`src/rtl/keypad_scanner_if.sv`:
```
`default_nettype none
// +----------------------------------------------------------------------------+
// | Module   : keypad_scanner_if                                               |
// | Brief    : Keypad pins, key handshake and entry-value bundle.              |
// | Revision : 1.0  initial release                                            |
// +----------------------------------------------------------------------------+
interface keypad_scanner_if;
  logic [3:0]  row_in;
  logic [3:0]  col_out;
  logic        key_valid;
  logic [3:0]  key_code;
  logic        key_ack;
  logic        clear;
  logic [31:0] value;
  logic        overrun;

  modport slave (
    input  row_in, key_ack, clear,
    output col_out, key_valid, key_code, value, overrun
  );

  modport master (
    output row_in, key_ack, clear,
    input  col_out, key_valid, key_code, value, overrun
  );
endinterface
`default_nettype wire

```
`src/rtl/keypad_scanner.sv`:
```
`default_nettype none
// +----------------------------------------------------------------------------+
// | Module   : keypad_scanner                                                  |
// | Brief    : 4x4 hex keypad column scanner with debounce, valid/ack key      |
// |            reporting and a 32-bit shifted digit-entry register.            |
// | Revision : 1.0  initial release                                            |
// +----------------------------------------------------------------------------+
module keypad_scanner #(
  parameter int SCAN_DIV     = 100000,
  parameter int DEBOUNCE_CNT = 500000
) (
  input  logic            clk,
  input  logic            reset,
  keypad_scanner_if.slave bus
);

  localparam int c_DIV_W = $clog2(SCAN_DIV);
  localparam int c_DEB_W = $clog2(DEBOUNCE_CNT);
  localparam logic [c_DIV_W-1:0] c_DIV_LAST = c_DIV_W'(SCAN_DIV - 1);
  localparam logic [c_DEB_W-1:0] c_DEB_LAST = c_DEB_W'(DEBOUNCE_CNT - 1);

  typedef enum logic [1:0] {
    S_SCAN     = 2'd0,
    S_DEBOUNCE = 2'd1,
    S_PRESSED  = 2'd2,
    S_RELEASE  = 2'd3
  } state_t;

  state_t              r_state;
  logic [3:0]          r_row_meta;
  logic [3:0]          r_rows_s;
  logic [1:0]          r_col;
  logic [3:0]          r_col_out;
  logic [1:0]          r_row;
  logic [c_DIV_W-1:0]  r_div_cnt;
  logic [c_DEB_W-1:0]  r_deb_cnt;
  logic                r_key_valid;
  logic [3:0]          r_key_code;
  logic [31:0]         r_value;
  logic                r_overrun;

  logic [1:0]          w_low_row;
  logic [3:0]          w_code;
  logic                w_event;
  logic                w_accept;

  // Lowest-index low row wins when several keys in the column are down.
  always_comb begin
    w_low_row = 2'd3;
    if (!r_rows_s[2]) w_low_row = 2'd2;
    if (!r_rows_s[1]) w_low_row = 2'd1;
    if (!r_rows_s[0]) w_low_row = 2'd0;
  end

  always_comb begin
    w_code = 4'h0;
    case ({r_row, r_col})
      4'h0: w_code = 4'h1;  4'h1: w_code = 4'h2;  4'h2: w_code = 4'h3;  4'h3: w_code = 4'hA;
      4'h4: w_code = 4'h4;  4'h5: w_code = 4'h5;  4'h6: w_code = 4'h6;  4'h7: w_code = 4'hB;
      4'h8: w_code = 4'h7;  4'h9: w_code = 4'h8;  4'hA: w_code = 4'h9;  4'hB: w_code = 4'hC;
      4'hC: w_code = 4'hE;  4'hD: w_code = 4'h0;  4'hE: w_code = 4'hF;  4'hF: w_code = 4'hD;
      default: w_code = 4'h0;
    endcase
  end

  assign w_event  = (r_state == S_PRESSED);
  assign w_accept = w_event && (!r_key_valid || bus.key_ack);

  always_ff @(posedge clk or negedge reset) begin
    if (!reset) begin
      r_state     <= S_SCAN;
      r_row_meta  <= 4'hF;
      r_rows_s    <= 4'hF;
      r_col       <= 2'd0;
      r_col_out   <= 4'b1110;
      r_row       <= 2'd0;
      r_div_cnt   <= '0;
      r_deb_cnt   <= '0;
      r_key_valid <= 1'b0;
      r_key_code  <= 4'h0;
      r_value     <= 32'h0;
      r_overrun   <= 1'b0;
    end else begin
      r_row_meta <= bus.row_in;
      r_rows_s   <= r_row_meta;

      case (r_state)
        S_SCAN: begin
          if (r_div_cnt == c_DIV_LAST) begin
            r_div_cnt <= '0;
            if (!(&r_rows_s)) begin
              r_row     <= w_low_row;
              r_deb_cnt <= '0;
              r_state   <= S_DEBOUNCE;
            end else begin
              r_col     <= r_col + 2'd1;
              r_col_out <= {r_col_out[2:0], r_col_out[3]};
            end
          end else begin
            r_div_cnt <= r_div_cnt + 1'b1;
          end
        end
        S_DEBOUNCE: begin
          if (!r_rows_s[r_row]) begin
            if (r_deb_cnt == c_DEB_LAST) r_state   <= S_PRESSED;
            else                         r_deb_cnt <= r_deb_cnt + 1'b1;
          end else begin
            r_state   <= S_SCAN;
            r_col     <= r_col + 2'd1;
            r_col_out <= {r_col_out[2:0], r_col_out[3]};
          end
        end
        S_PRESSED: begin
          r_deb_cnt <= '0;
          r_state   <= S_RELEASE;
        end
        S_RELEASE: begin
          // Release needs every row high, so a second key held in the column also blocks rescan.
          if (&r_rows_s) begin
            if (r_deb_cnt == c_DEB_LAST) begin
              r_state   <= S_SCAN;
              r_col     <= r_col + 2'd1;
              r_col_out <= {r_col_out[2:0], r_col_out[3]};
            end else begin
              r_deb_cnt <= r_deb_cnt + 1'b1;
            end
          end else begin
            r_deb_cnt <= '0;
          end
        end
        default: r_state <= S_SCAN;
      endcase

      if (w_accept) begin
        r_key_code  <= w_code;
        r_key_valid <= 1'b1;
      end else if (bus.key_ack && r_key_valid) begin
        r_key_valid <= 1'b0;
      end

      if (bus.clear)     r_value <= 32'h0;
      else if (w_accept) r_value <= {r_value[27:0], w_code};

      if (bus.clear)                 r_overrun <= 1'b0;
      else if (w_event && !w_accept) r_overrun <= 1'b1;
    end
  end

  assign bus.col_out   = r_col_out;
  assign bus.key_valid = r_key_valid;
  assign bus.key_code  = r_key_code;
  assign bus.value     = r_value;
  assign bus.overrun   = r_overrun;

endmodule
`default_nettype wire
```
`src/flat_wrapper.sv`:
```
// flat-port wrapper written by rule: the top's interface ports become plain ports
module keypad_scanner_flat 
#(
  parameter int SCAN_DIV     = 100000,
  parameter int DEBOUNCE_CNT = 500000
)
  (clk, reset, bus_row_in, bus_key_ack, bus_clear, bus_col_out, bus_key_valid, bus_key_code, bus_value, bus_overrun);
  keypad_scanner_if bus_i ();
  input  logic clk;
  input  logic reset;
  input wire logic [$bits(bus_i.row_in)-1:0] bus_row_in;
  input wire logic [$bits(bus_i.key_ack)-1:0] bus_key_ack;
  input wire logic [$bits(bus_i.clear)-1:0] bus_clear;
  output wire logic [$bits(bus_i.col_out)-1:0] bus_col_out;
  output wire logic [$bits(bus_i.key_valid)-1:0] bus_key_valid;
  output wire logic [$bits(bus_i.key_code)-1:0] bus_key_code;
  output wire logic [$bits(bus_i.value)-1:0] bus_value;
  output wire logic [$bits(bus_i.overrun)-1:0] bus_overrun;
  assign bus_i.row_in = bus_row_in;
  assign bus_i.key_ack = bus_key_ack;
  assign bus_i.clear = bus_clear;
  assign bus_col_out = bus_i.col_out;
  assign bus_key_valid = bus_i.key_valid;
  assign bus_key_code = bus_i.key_code;
  assign bus_value = bus_i.value;
  assign bus_overrun = bus_i.overrun;
  keypad_scanner #(.SCAN_DIV(SCAN_DIV), .DEBOUNCE_CNT(DEBOUNCE_CNT)) u_core (.clk(clk), .reset(reset), .bus(bus_i));
endmodule
```
`config.mk`:
```
export PLATFORM = sky130hd
export DESIGN_NAME = keypad_scanner_flat
export DESIGN_NICKNAME = d
export VERILOG_FILES = /design/src/rtl/keypad_scanner_if.sv /design/src/rtl/keypad_scanner.sv /design/src/flat_wrapper.sv
export SDC_FILE = /design/constraint.sdc
export NUM_CORES = 1
export LEC_CHECK = 0
export CORE_MARGIN = 5
export CORE_UTILIZATION = 48
export DETAILED_ROUTE_END_ITERATION = 16
export DONT_BUFFER_PORTS = 1
export GPL_TIMING_DRIVEN = 0
export PLACE_DENSITY_LB_ADDON = 0.12
export SLEW_MARGIN = 20
export SYNTH_ARGS = -nofsm -noshare
export SYNTH_HDL_FRONTEND = slang
export SYNTH_SLANG_ARGS = --single-unit
```
`constraint.sdc`:
```
create_clock -name clk -period 2.6 [get_ports clk]
set_input_delay 0.52 -clock clk [delete_from_list [all_inputs] [get_ports clk]]
set_output_delay 0.52 -clock clk [all_outputs]
set_load 0.02 [all_outputs]
```
-- After elaboration in Yosys (flattened, before gate mapping)
Memory sizes are Yosys's and may differ from the RTL's.
Index checks and enable logic that the tools add are counted.
- add/subtract/negate cells: 3
- $lt $le $gt $ge: 1
- eq/ne operators: 13
- mux-type cells: 37
- bitwise logic cells: 1
- reductions and logical operators: 16
- operator list (kind ; number):
    2-to-1 mux 19 bit ; 5
    case mux 19 bit (4 select lines) ; 1
    2-to-1 mux 32 bit ; 2
    2-to-1 mux 2 bit ; 13
    2-to-1 mux 4 bit ; 5
    adder 19 x 1 -> 19 bit, second input constant ; 1
    == test 19 bit, second input constant ; 1
    adder 17 x 1 -> 17 bit, second input constant ; 1
    == test 17 bit, second input constant ; 1
    2-to-1 mux 17 bit ; 1
    case mux 4 bit (3 select lines) ; 1
    != test 2 x 1 -> 1 bit, second input constant ; 5
    case mux 2 bit (4 select lines) ; 1
    2-to-1 mux 1 bit ; 6
    case mux 2 bit (3 select lines) ; 1
    AND reduction 3 bit ; 2
    AND reduction 6 bit ; 1
    nonzero test 2 bit ; 3
    AND reduction 5 bit ; 1
    == test 2 bit, second input constant ; 2
    != test 2 bit, second input constant ; 2
    AND reduction 4 bit ; 1
    logical AND 1 bit ; 3
    < comparator 2 x 3 -> 1 bit, second input constant ; 1
    9 further kinds ; 10
- bits in registers: 92
- memory bits (read-only): 64
- input port bits: 8
- output and inout port bits: 42
- word-level logic and storage cells: 84
- memories kept: 1
- memory list (name ; words ; width ; read ports ; clocked after memory_dff ; wr ports ; line ; source):
    (name not given) ; 16 ; 4 ; 1 ; 0 ; 0 ; keypad_scanner.sv:57 ; case ({r_row, r_col})

-- Longest topological paths before layout
- depth after elaboration: 7
- gate-level depth with buffers: 8
- gate-level depth less buffers: 6

-- Worst setup path after synthesis
Ideal clock, no wire load.
- path kind: reg2reg
- from: register u_core.r_row[0]
- to: register u_core.r_deb_cnt[14]
- library setup time: 77 ps
- arrival: 2204 ps
- data required time: 2523 ps
- setup slack: 318 ps
- stages on the path, launching flop included: 8
- buffers on the path: 2
- clock period less this slack: 2282 ps
- cells stage by stage: dfrtp_1 clkbuf_1 mux4_2 nor2_1 a211oi_4 buf_6 or4_1 a21oi_1
- longest elaborated chain between the ends: 4
- ends and longest elaborated chain (item ; line ; source):
    start, declared ; keypad_scanner.sv:34 ; logic [1:0] r_row;
    start signal, assigned ; keypad_scanner.sv:92 ; r_row <= w_low_row;
    binary-select mux 1 bit (select 2 bit) ; keypad_scanner.sv:104 ; if (!r_rows_s[r_row]) begin
    2-to-1 mux 1 bit (not written as such) ; keypad_scanner.sv:104 ;
    != test 2 bit (no line) ; -- ;
    AND reduction 3 bit (no line) ; -- ;
    end signal, assigned ; keypad_scanner.sv:106 ; else r_deb_cnt <= r_deb_cnt + 1'b1;
    end signal, assigned ; keypad_scanner.sv:125 ; r_deb_cnt <= r_deb_cnt + 1'b1;
    end, declared ; keypad_scanner.sv:36 ; logic [c_DEB_W-1:0] r_deb_cnt;
Every way passes these cells. The select of a mux whose other input is x is not followed.
A chain may end at the register's enable or synchronous reset.

-- Worst setup path in the final report
- from: register u_core.r_row[0]
- to: register u_core.r_deb_cnt[15]
Same word-level chain as after synthesis.

==> results.md <==
Logic synthesis:
- The synthesized instance count is 460.
- The share of the Yosys chip area taken by registers is 0.521.
- The average footprint of a synthesized cell is 9.67 sq um.
- Counting distinct cell types in the post-synthesis netlist gives 55.
- The number of nets produced by synthesis is 474.
- In this run, synthesis produced a sequential element count of 92.
- The share of synthesized registers carrying an async set or reset is 1.00.
- The top flip-flop cell by instance count after synthesis is sky130_fd_sc_hd__dfrtp_1.
- The cell area that synthesis handed to floorplanning was 4450 sq um.
- The number of enable flip-flop cells after synthesis is 0.
- For this run, the number of Yosys warnings is 0.

STA:
- After layout, the minimum clock period comes to 2370 ps.
- For the pin with the worst max-slew slack, the measured transition is 713 ps.
- Setup repair after global routing left no endpoint under its margin.
- In the finished design, the share of the clock period the worst path needs comes to 0.912.
- The relative slew slack is 0.520.
- The worst clock skew is 12.5 ps.
- Adding up every negative setup slack in the final design gives 0 ps.
- The final-report max-slew violation count came to 0.
- The upper clock frequency limit is 422 MHz.
- The total of endpoints with negative setup slack in the final report is 0.
- The final hold violation count is 0.

Critical path:
- The endpoint of the most critical setup path is u_core.r_deb_cnt[15].
- The startpoint of the worst setup timing path is u_core.r_row[0].
- Along the worst path, the maximum fanout reaches 10.
- At the worst endpoint, the required time is 2840 ps.
- The number of cells traversed by the worst register-to-register path is 7.
- The reg-to-reg endpoint is u_core.r_deb_cnt[15].
- The data arrival time at the worst-slack endpoint is 2610 ps.
- The element type at the critical path start is a flop.
- The reg-to-reg startpoint is u_core.r_row[0].
- The critical path is of the flop to flop type.
- The type of destination of the critical path is a flop.
- The setup check on the worst reg-to-reg path leaves a slack of 230 ps.

Final layout:
- Compared with the post-synthesis result, the final layout area differs by 7.93%.
- In the layout the commonest cells are 92 x sky130_fd_sc_hd__nand2_1, 80 x sky130_fd_sc_hd__dfrtp_1, 56 x sky130_fd_sc_hd__a21oi_1.
- Once layout is complete, the utilization of the core stands at 0.524.
- The most frequent standard cell in the layout excluding fill and tap cells is sky130_fd_sc_hd__nand2_1.
- Of the cells placed in the final design, the portion with a size suffix greater than 1 is 0.115.
- The number of antenna diodes in the final layout is 0.
- The final-stage net count is 486.
- The count of fill cells added during filler insertion is 824.

Pwr:
- The standby leakage power is 1.92 nW.
- The internal power of the cells is 1.81 mW.
- The share of total power dissipated in combinational logic is 0.021.
- The maximum VDD drop is 0.262 mV.
- Of the total power, the share spent switching nets is 0.241.
- Summed over all nets, the switching power comes to 0.575 mW.
- The share of total power dissipated in the clock network is 0.372.
- The share of total power dissipated in sequential elements is 0.607.
- The total power density per cell area is 496 nW/um^2.

Hold path:
- The min-delay analysis places its worst path in the category input port to asynchronous set/reset pin.

Clock network:
- The number of CTS-inserted buffers is 9.
- The number of sinks driven by the clock tree is 92.
- In this run the deepest clock path goes through 2 buffers.
- The clock latency on the worst-skew pair is 360 ps.
- The root cell of the clock tree is sky130_fd_sc_hd__clkbuf_8.
- Clock-pin slew was measured on the worst setup and hold paths at 100 ps.
- TritonCTS built the clock tree.
- The number of levels the H-tree was split into is 3.

Routing:
- Using the TritonRoute via totals, the vias-per-cell ratio works out to 5.84.
- Summed over all layers, the routed wires come to 10.0 mm.
- The detail route stage leaves a number of antenna-violating nets equal to 0.
- The number of violations reported at the end of detailed-routing iteration 0 is 180.
- Dividing the detail-routed wire length by the instance count gives 17.0 microns.
- The post-detailed-route DRC marker count is 0.
- For this run, the detailed router's first-pass iteration total came to 5.
- The detailed router placed 3,435 vias in this run.

Die:
- From left edge to right edge, the die measures 106 microns.
- In this run the vertical extent of the chip is 106 microns.
- The initial utilization of the core area, before any placement, comes to 0.486.
- The total core area is 9150 sq um.
- The area enclosed by the die boundary is 11,300 sq um.
- Pin placement for this block handled 50 I/O pins.
- The floorplan has 35 rows.

Place:
- The last weighted congestion value of the routability-driven placer is 0.832.
- The count of input and output buffers is 0.
- The detailed placement HPWL is 6.93 mm.

GRT:
- The pin count of the biggest net entering global routing is 93.
- The first global-routing pass estimated 17.1 mm of wire.
- The sum of overflow across all layers after global routing is 0.
- The overall global routing resource usage is 0.187.
- The number of antenna violations at the first check in global routing is 0.
- The number of global-route vias before repair is 3,450.

Run:
- The tool flagged a number of max-cap violations equal to 0.

Run status:
- The flow ran to the end, and the final reports show no timing, DRC or antenna violations.
==> stage by stage <==
| step | power (mW) | hold WS (ps) | setup slack [ps] | area (sq um) | std cells |
|---|---|---|---|---|---|
| finish | 2.38 | 45.4 | 229 | 4800 | 588 |
| floorplan | 1.48 | 224 | 318 | 4450 | 460 |
| global placement | 1.49 | 227 | 25.2 | 4590 | 571 |
| detailed placement | 1.49 | 227 | -17.2 | 4590 | 571 |
| CTS | 2.37 | -169 | 118 | 4760 | 587 |
| global route | 2.49 | 75.4 | 22.0 | 4800 | 588 |
==> worst min-delay path by stage <==
stage	start	endpoint	slack, ps	depth (start not counted)
finish	reset	u_core.r_div_cnt[15]	50	1
global route	reset	u_core.bus.value[20]	80	1
CTS	reset	u_core.bus.value[24]	-170	0
detailed placement	reset	u_core.r_div_cnt[16]	230	0
global placement	reset	u_core.r_div_cnt[16]	230	0
floorplan	reset	asynchronous set/reset pin	220	0
==> timing repair <==
action / CTS / global route
endpoints found under the setup margin: 2 / 7
endpoints found under the hold margin: 92 / 85
buffers inserted: 1 / 0
gates cloned: 0 / 0
pin swaps: 1 / 1
resized for setup: 0 / 1
==> cell usage after synthesis (2+ instances only) <==
master	n	area, sq um
sky130_fd_sc_hd__nor3_1	11	55.1
sky130_fd_sc_hd__and2_1	2	12.5
sky130_fd_sc_hd__nand2_1	92	345
sky130_fd_sc_hd__ha_1	6	75.1
sky130_fd_sc_hd__xnor2_1	8	70.1
sky130_fd_sc_hd__and3_1	5	31.3
sky130_fd_sc_hd__o31ai_1	8	60.1
sky130_fd_sc_hd__or2_2	2	12.5
sky130_fd_sc_hd__nor4bb_1	2	20.0
sky130_fd_sc_hd__dfstp_2	11	289
sky130_fd_sc_hd__a21oi_1	56	280
sky130_fd_sc_hd__mux2i_1	4	40.0
sky130_fd_sc_hd__o211ai_1	3	22.5
sky130_fd_sc_hd__o41ai_1	2	17.5
sky130_fd_sc_hd__inv_1	7	26.3
sky130_fd_sc_hd__dfrtp_1	81	2030
sky130_fd_sc_hd__nand4_1	9	56.3
sky130_fd_sc_hd__or3_1	5	31.3
sky130_fd_sc_hd__nor4_1	3	18.8
sky130_fd_sc_hd__and4_1	4	35.0
sky130_fd_sc_hd__and4_2	2	20.0
sky130_fd_sc_hd__a41oi_1	2	17.5
sky130_fd_sc_hd__nor2_1	35	131
sky130_fd_sc_hd__a31oi_1	4	25.0
sky130_fd_sc_hd__mux2_2	7	78.8
sky130_fd_sc_hd__nand2b_1	2	12.5
sky130_fd_sc_hd__clkbuf_1	16	60.1
sky130_fd_sc_hd__o21ai_0	15	75.1
sky130_fd_sc_hd__clkbuf_8	3	41.3
sky130_fd_sc_hd__nand3_1	13	65.1
sky130_fd_sc_hd__nand4bb_1	2	22.5
sky130_fd_sc_hd__or4_1	9	67.6
sky130_fd_sc_hd__xor2_1	4	35.0
sky130_fd_sc_hd__nor4b_1	4	35.0
==> cell type report <==
| class | instances | area, sq um | area share |
|---|---|---|---|
| multi-input cells | 339 | 1980 | 0.412 |
| well taps | 111 | 139 | 0.0289 |
| plain buffers | 20 | 121 | 0.0253 |
| repair buffers | 3 | 45.0 | 0.00938 |
| clock buffers | 10 | 128 | 0.0266 |
| inverters | 7 | 26.3 | 0.00547 |
| clock inverters | 6 | 47.5 | 0.00991 |
| flip-flops and latches | 92 | 2320 | 0.483 |
==> power by group through the flow <==
| stage | sequential [mW] | clock (mW) | combinational (mW) |
|---|---|---|---|
| 6_report | 1.45 | 0.885 | 0.0498 |
| 5_1_grt | 1.45 | 0.981 | 0.0582 |
| 4_1_cts | 1.45 | 0.906 | 0.0171 |
| 3_5_place_dp | 1.47 | 0 | 0.0172 |
| 3_3_place_gp | 1.47 | 0 | 0.0167 |
| 2_1_floorplan | 1.47 | 0 | 0.0122 |
==> state kept, by name, summed over array words and instances, names as in the netlist, named ones only <==
register and flops:
u_core.bus.value 32, u_core.r_deb_cnt 19, u_core.r_div_cnt 17, u_core.bus.col_out 4, u_core.bus.key_code 4, u_core.r_row_meta 4
u_core.r_rows_s 4, u_core.r_col 2, u_core.r_row 2, u_core.bus.key_valid 1, u_core.bus.overrun 1, u_core.r_state 1
==> worst max-delay path, stage by stage, from the launching register on <==
cell	delay [ps]
sky130_fd_sc_hd__dfrtp_2	480
sky130_fd_sc_hd__mux4_2	570
sky130_fd_sc_hd__nor2_1	330
sky130_fd_sc_hd__a211oi_4	90
sky130_fd_sc_hd__clkbuf_8	190
sky130_fd_sc_hd__clkbuf_1	240
sky130_fd_sc_hd__o31ai_1	260
sky130_fd_sc_hd__a21oi_1	100
==> cell families (layout without fill, tap and decap cells) <==
logic type                 after synthesis  count (layout)  synth area share
AOI/OAI and AO/OA                      101             101             0.137
xor gates and xnor gates                12              12            0.0236
adders and majority gates                6               6            0.0169
buffers and inverters                   29              46            0.0349
DFF                                     92              92             0.521
muxes                                   12              12            0.0318
and+or+nand+nor                        208             208             0.235
==> layer usage <==
layer / track usage / share of wire / vias to the layer above
met3: 0.0583 / 0.065 / 13
met4: 0.0611 / 0.017 / 0
li1: - / - / 1663
met1: 0.256 / 0.46 / 1690
met5: 0 / 0 / -
met2: 0.284 / 0.46 / 69
No activity file was read; power rests on OpenSTA's default activity.
